`src/rtl/mips_regfile_pkg.sv`:
```
// Shared constants and state type for the register-file write scheduler.
package mips_regfile_pkg;

  localparam int unsigned ADDR_W = 5;
  localparam int unsigned DATA_W = 32;

  localparam logic [ADDR_W-1:0] REG_ZERO = '0;

  typedef enum logic [0:0] {
    INIT = 1'b0,
    ARB  = 1'b1
  } sched_state_t;

endpackage

```
`src/rtl/regfile_write_scheduler_rr_arb2.sv`:
```
// Two-way round-robin arbiter: holds the priority pointer, emits a one-hot grant.
module rr_arb2 (
  input  logic clk,
  input  logic rst,
  input  logic en,
  input  logic a_valid,
  input  logic b_valid,
  output logic gnt_a,
  output logic gnt_b
);

  logic rr_ptr_q;
  logic rr_ptr_d;

  // Grant the only requester, or the pointed-to side when both request.
  always_comb begin
    gnt_a    = en && a_valid && (!b_valid || !rr_ptr_q);
    gnt_b    = en && b_valid && !gnt_a;
    rr_ptr_d = rr_ptr_q;
    if (gnt_a) begin
      rr_ptr_d = 1'b1;
    end else if (gnt_b) begin
      rr_ptr_d = 1'b0;
    end
  end

  // Pointer moves to the other side only on a completed transfer.
  always_ff @(posedge clk) begin
    if (!rst) begin
      rr_ptr_q <= 1'b0;
    end else begin
      rr_ptr_q <= rr_ptr_d;
    end
  end

endmodule

```
`src/rtl/regfile_write_scheduler.sv`:
```
// Owns the register-file write port: clear walk after reset, then
// round-robin sharing between writeback (A) and load-return (B).
module regfile_write_scheduler #(
  parameter int unsigned DATA_W     = mips_regfile_pkg::DATA_W,
  parameter int unsigned ADDR_W     = mips_regfile_pkg::ADDR_W,
  parameter int unsigned NUM_REGS   = 32,
  parameter int unsigned INIT_CLEAR = 1
) (
  input  logic              clk,
  input  logic              rst,
  input  logic              a_valid,
  input  logic [ADDR_W-1:0] a_dest,
  input  logic [DATA_W-1:0] a_data,
  output logic              a_ready,
  input  logic              b_valid,
  input  logic [ADDR_W-1:0] b_dest,
  input  logic [DATA_W-1:0] b_data,
  output logic              b_ready,
  input  logic [ADDR_W-1:0] src1,
  input  logic [ADDR_W-1:0] src2,
  output logic              hazard1,
  output logic              hazard2,
  output logic [ADDR_W-1:0] rf_dest,
  output logic [DATA_W-1:0] rf_wdata,
  output logic              rf_wen,
  output logic              init_busy
);

  import mips_regfile_pkg::*;

  localparam logic [ADDR_W-1:0] ZERO_IDX = ADDR_W'(REG_ZERO);
  localparam logic [ADDR_W:0]   LAST_IDX = (ADDR_W+1)'(NUM_REGS - 1);

  sched_state_t    state_q, state_d;
  logic [ADDR_W:0] init_idx_q, init_idx_d;
  logic            arb_en;
  logic            gnt_a, gnt_b;

  assign arb_en = rst && (state_q == ARB);

  rr_arb2 u_arb (
    .clk     (clk),
    .rst     (rst),
    .en      (arb_en),
    .a_valid (a_valid),
    .b_valid (b_valid),
    .gnt_a   (gnt_a),
    .gnt_b   (gnt_b)
  );

  // Clear-walk sequencing: one register per cycle, then hand over to ARB.
  always_comb begin
    state_d    = state_q;
    init_idx_d = init_idx_q;
    if (state_q == INIT) begin
      init_idx_d = init_idx_q + 1'b1;
      if (init_idx_q == LAST_IDX) begin
        state_d = ARB;
      end
    end
  end

  // State and walk index, synchronous active-low reset.
  always_ff @(posedge clk) begin
    if (!rst) begin
      state_q    <= (INIT_CLEAR != 0) ? INIT : ARB;
      init_idx_q <= '0;
    end else begin
      state_q    <= state_d;
      init_idx_q <= init_idx_d;
    end
  end

  // Write-port mux and hazard compare; outputs are held quiet while rst is low.
  always_comb begin
    a_ready   = 1'b0;
    b_ready   = 1'b0;
    rf_wen    = 1'b0;
    rf_dest   = '0;
    rf_wdata  = '0;
    hazard1   = 1'b0;
    hazard2   = 1'b0;
    init_busy = 1'b0;
    if (!rst) begin
      init_busy = 1'b1;
    end else if (state_q == INIT) begin
      init_busy = 1'b1;
      rf_wen    = 1'b1;
      rf_dest   = init_idx_q[ADDR_W-1:0];
    end else begin
      a_ready = gnt_a;
      b_ready = gnt_b;
      if (gnt_a) begin
        rf_dest  = a_dest;
        rf_wdata = a_data;
        rf_wen   = (a_dest != ZERO_IDX);
      end else if (gnt_b) begin
        rf_dest  = b_dest;
        rf_wdata = b_data;
        rf_wen   = (b_dest != ZERO_IDX);
      end
      // The granted request commits at this edge, so it is never a hazard.
      hazard1 = (src1 != ZERO_IDX) &&
                ((a_valid && !gnt_a && a_dest == src1) ||
                 (b_valid && !gnt_b && b_dest == src1));
      hazard2 = (src2 != ZERO_IDX) &&
                ((a_valid && !gnt_a && a_dest == src2) ||
                 (b_valid && !gnt_b && b_dest == src2));
    end
  end

endmodule

```
`config.mk`:
```
export PLATFORM = sky130hd
export DESIGN_NAME = regfile_write_scheduler
export DESIGN_NICKNAME = d
export VERILOG_FILES = /design/src/rtl/mips_regfile_pkg.sv /design/src/rtl/regfile_write_scheduler_rr_arb2.sv /design/src/rtl/regfile_write_scheduler.sv
export SDC_FILE = /design/constraint.sdc
export NUM_CORES = 1
export LEC_CHECK = 0
export ABC_AREA = 1
export BUFFER_PORTS_ARGS = -buffer_cell sky130_fd_sc_hd__buf_2
export CAP_MARGIN = 15
export CORE_AREA = 2 2 64 66
export CTS_CLUSTER_SIZE = 8
export DETAILED_ROUTE_END_ITERATION = 8
export DIE_AREA = 0 0 66 68
export GPL_TIMING_DRIVEN = 0
export PLACE_DENSITY = 0.9
export SETUP_SLACK_MARGIN = 0.1
export SYNTH_ARGS = -nofsm -noshare
export SYNTH_HDL_FRONTEND = slang
export SYNTH_HIERARCHICAL = 1
export SYNTH_SLANG_ARGS = --single-unit
```
`constraint.sdc`:
```
create_clock -name clk -period 2.2 [get_ports clk]
set_input_delay 0.11 -clock clk [delete_from_list [all_inputs] [get_ports clk]]
set_output_delay 0.11 -clock clk [all_outputs]
set_load 0.05 [all_outputs]
```
# Word-level counts from Yosys, hierarchy flattened
# Index checks and enable logic that the tools add are counted.
# word_totals
register_bits	8
in_bits	88
out_inout_bits	43
wordCells	60
# op_classes
addsub	1
eq_ne	5
muxes	26
n_reduce_logical	25
# ops
op	n
$mux 32	4
$eq 5x5->1	4
$mux 5	4
$reduce_bool 5->1	4
$mux 1	18
$logic_and 1x1->1	13
$add 6x1->6 const B	1
$eq 6x5->1 const B	1
$logic_not 1->1	4
$logic_or 1x1->1	3
$reduce_bool 2->1	1

# Logic depth before layout (Yosys ltp)
# logic_depth
depth_word	12
ltp_mapped	13

# Cells and area by module
# Netlist, hierarchy kept.
# modules_own_cells
module	instances	cells_each	area_per_inst_um2
regfile_write_scheduler	1	222	1393.8
rr_arb2	1	11	67.6

# Worst setup path after synthesis
# No wires, ideal clock.
# synth_timing
path_type	reg2out
start	register state_q
end	output port hazard1
t_arrival_ps	2081
required_time_ps	2090
setup_slack_ps	9
stages_incl_launch_ff	13
path_buffers	1
cell_sequence	dfxtp_1 nand2_4 inv_6 nand2_1 inv_2 nand2_2 inv_2 buf_6 nor2_1 nand2_1 nor2_1 nand3_1 a21oi_1
# synth_between
elab_chain_len	12
# synth_rtl
item	line	source
start: declaration	regfile_write_scheduler.sv:34	sched_state_t state_q, state_d;
start signal: assignment	regfile_write_scheduler.sv:66	state_q <= (INIT_CLEAR != 0) ? INIT : ARB;
start signal: assignment	regfile_write_scheduler.sv:69	state_q <= state_d;
$logic_and 1x1->1 (*)	regfile_write_scheduler.sv:39	assign arb_en = rst && (state_q == ARB);
via arb_en	regfile_write_scheduler.sv:36	logic arb_en;
$logic_and 1x1->1 (*) (2 in a row)	regfile_write_scheduler_rr_arb2.sv:17	gnt_a = en && a_valid && (!b_valid || !rr_ptr_q);
via gnt_a	regfile_write_scheduler.sv:37	logic gnt_a, gnt_b;
$logic_not 1->1 (*)	regfile_write_scheduler_rr_arb2.sv:18, regfile_write_scheduler.sv:104	
$logic_and 1x1->1	regfile_write_scheduler_rr_arb2.sv:18	gnt_b = en && b_valid && !gnt_a;
$logic_not 1->1	regfile_write_scheduler.sv:105	(b_valid && !gnt_b && b_dest == src1));
$logic_and 1x1->1 (2 in a row)	regfile_write_scheduler.sv:105	
$logic_or 1x1->1 (*)	regfile_write_scheduler.sv:104	((a_valid && !gnt_a && a_dest == src1) ||
$logic_and 1x1->1 (*)	regfile_write_scheduler.sv:103	hazard1 = (src1 != ZERO_IDX) &&
$mux 1 (*)	regfile_write_scheduler.sv:86	end else if (state_q == INIT) begin
$mux 1 (*)	regfile_write_scheduler.sv:84	if (!rst) begin
end: declaration	regfile_write_scheduler.sv:21	output logic hazard1,
# The timed path passes the listed nets; every way through them passes the cells marked *.

# Worst setup path in the final report
# layout_timing
start	register state_q
end	output port rf_wdata[20]
# layout_between
elab_chain_len	9
# layout_rtl
item	line	source
$logic_and 1x1->1	regfile_write_scheduler.sv:39	
via arb_en	regfile_write_scheduler.sv:36	
$logic_and 1x1->1 (2 in a row)	regfile_write_scheduler_rr_arb2.sv:17	
via gnt_a	regfile_write_scheduler.sv:37	
$logic_not 1->1	regfile_write_scheduler_rr_arb2.sv:18	
$logic_and 1x1->1	regfile_write_scheduler_rr_arb2.sv:18	
via gnt_b	regfile_write_scheduler.sv:37	
$mux 32	regfile_write_scheduler.sv:97	end else if (gnt_b) begin
$mux 32	regfile_write_scheduler.sv:93	if (gnt_a) begin
$mux 32	regfile_write_scheduler.sv:86	
$mux 32	regfile_write_scheduler.sv:84	
end: declaration	regfile_write_scheduler.sv:24	output logic [DATA_W-1:0] rf_wdata,
# The timed path passes the listed nets, and every way through them passes these cells.

==> reports/metrics.cfg <==
[worst_setup_path]
r2r-start=init_idx_q[0]
required_ns=2.09
critPathKind=flop to output port
crit_path_end_kind=output port
cp_slowest_cell=dfxtp_2
critPathLaunchType=flop
crit_buf_inv=6
path_max_fanout=10
critPathTopFamily=buffers and inverters
worstPathCellList=nand2_4, inv_6, nand2_1, inv_2, nand2_2, inv_2, nor2_2, inv_2, nor2_8, buf_4, a32o_1, clkbuf_4
slowest_delay_ns=0.33
cp_common_cell=inv_2
worstSetupStartpoint=state_q
crit_arrival_ns=1.94

[hold_path]
min-delay-start=rst
min_path_type=input port to flop

[clock_network]
cts_buffer_depth=2
htreeDepth=1
cts-root-buf=clkbuf_8
clk_pin_slew_ns=0.04
clk_latency_ns=0.23
clkSinkCount=8
cts_buffers=3
cts-hold-fix-buffers=0
cts_tree=done

[floorplanning]
die_h_microns=68
initial_utilization=0.379
core_area_sq_mm=0.00386
die_w_microns=66
rows=23
design.die.area_sq_mm=0.00449
ioPinCount=131

[sta]
max_freq_mhz=488
drv_slew=0
setup_viol=0
min_period_ns=2.05
max_slew_margin=0.830
finalClockSkew_ns=0.00118
finalCritPeriodShare=0.932
worstMarginPinSlew_ns=0.257
tns_ns=0
hold_viol=0
rsz0062_at_grt=yes

[final_layout]
area_delta_synth_final_pct=59.8
nNetsFinal=459
antenna_cells=0
drive_gt1_frac=0.465
final_area_sq_mm=0.00233

[logic_synthesis]
synth_top_cell_area_share=0.219
yosys_warnings=6
ys.flop_type=dfxtp_1
synth-seq-cells=8
yosysTopAreaCell=a32o_1
synth.most_common_cell=nand2_1
yosysSeqAreaShare=0.110
synth_edf_count=0
syn_area_per_cell_sq_um=6.27
syn_area_sq_mm=0.00146
synth_cell_type_count=34
yosys-top-cells-area=a32o_1, nand2_1, dfxtp_1, inv_1, nor2_1
synth_nets=322
synth_common_cells=nand2_1, a32o_1, inv_1
async_flop_share=0
synthCells=233

[route]
drt_iter0_markers=107
first_pass_iters=5
vias=2136
postRouteAntennaNets=0
drt_wl_total_mm=5.49
wl_per_cell_microns=13.1
drcViolationCount=0
viasPerCell=5.11

[global_routing]
grt_pass1_wl_mm=7.53
antenna_found_initial=0
grt_max_degree=11
grt-ovfl-total=0
grt_pass1_vias=1730
grt_util_all_layers=0.211

[outcome]
outcome=finished clean

[placement]
hpwl_mm=4.39
post_dp_cell_area_sq_mm=0.00218
portBuffers=130
routabilityCongestion=0.927

[job]
max-cap-violations=0

[power_and_ir_drop]
vdd_drop_max_uv=367
power.leakage_nw=1.32
power_density_mw_per_mm2=224

==> repair_timing <==
item | 4_1_cts | 5_1_grt
setup endpoints to repair | 1 | 34
pin swaps | 0 | 1
resized for setup | 1 | 59
setup buffers | 0 | 2
==> registers in the layout (all words and copies together) (netlist names) <==
signal,flops
init_idx_q,6
u_arb/rr_ptr_q,1
state_q,1
==> per-stage QoR <==
stage | util | total power [mW] | cells | hold slack, ns | setup slack (ns)
4_1_cts | 0.577 | 0.524 | 416 | 0.145 | 0.105
6_report | 0.605 | 0.523 | 418 | 0.143 | 0.149
2_1_floorplan | - | 0.237 | 233 | 0.232 | 0.114
3_3_place_gp | 0.566 | 0.342 | 413 | 0.385 | 0.360
3_5_place_dp | 0.566 | 0.345 | 413 | 0.384 | 0.336
5_1_grt | 0.605 | 0.558 | 418 | 0.158 | 0.0304
==> routing by layer <==
metal	up-vias	part of all wire	track usage
li1	1074	-	-
met1	949	0.39	0.253
met2	105	0.52	0.409
met3	8	0.085	0.0247
met4	0	0.012	0.0306
met5	-	0	0
==> placed cells by master (no fill, tap or decap), types with 2 or more instances in the layout <==
cell type and count:
nor2_2 2, inv_2 4, buf_6 6, dfxtp_1 7, a21oi_2 4, o21ai_0 8
clkbuf_4 4, nand2_2 2, a32o_1 32, buf_2 105, clkbuf_8 3, buf_12 3
nor2_4 2, inv_1 28, o21ai_1 2, a21oi_1 8, nand4_1 2, nand2_1 70
buf_4 25, nand3_1 10, nor2_1 24
==> power breakdown <==
group / switching [mW] / internal (mW)
Sequential: 0.00438 / 0.150
Combinational: 0.106 / 0.0874
Clock: 0.0563 / 0.118
Total: 0.166 / 0.356
==> logic make-up after synthesis <==
| logic type | after synthesis | share of synthesized area |
|---|---|---|
| AOI/OAI and AO/OA | 58 | 0.322 |
| DFF | 8 | 0.110 |
| buffers and inverters | 47 | 0.186 |
| adders and majority gates | 1 | 0.00856 |
| and+or+nand+nor | 119 | 0.374 |
==> worst min-delay path, delay by kind of cell <==
kind,cells,cell delay (ns)
AOI/OAI and AO/OA,1,0.03
buffers and inverters,2,0.18
==> final timing paths <==
check	endpoint	slack [ns]	depth (start not counted)
worst min-delay path	u_arb/rr_ptr_q	0.14	3
worst max-delay path	rf_wdata[20]	0.15	12
worst max register to register	init_idx_q[4]	1.05	5
worst min register to register	u_arb/rr_ptr_q	0.48	2
==> cell type report <==
| cell class | count | area, sq um |
|---|---|---|
| well taps | 50 | 62.6 |
| fillers | 371 | 1520 |
| inverters | 35 | 146 |
| plain buffers | 12 | 133 |
| flip-flops and latches | 8 | 161 |
| repair buffers | 132 | 753 |
| multi-input cells | 178 | 1040 |
| clock buffers | 3 | 41.3 |
Note: power is estimated with default switching activity, not from simulation.
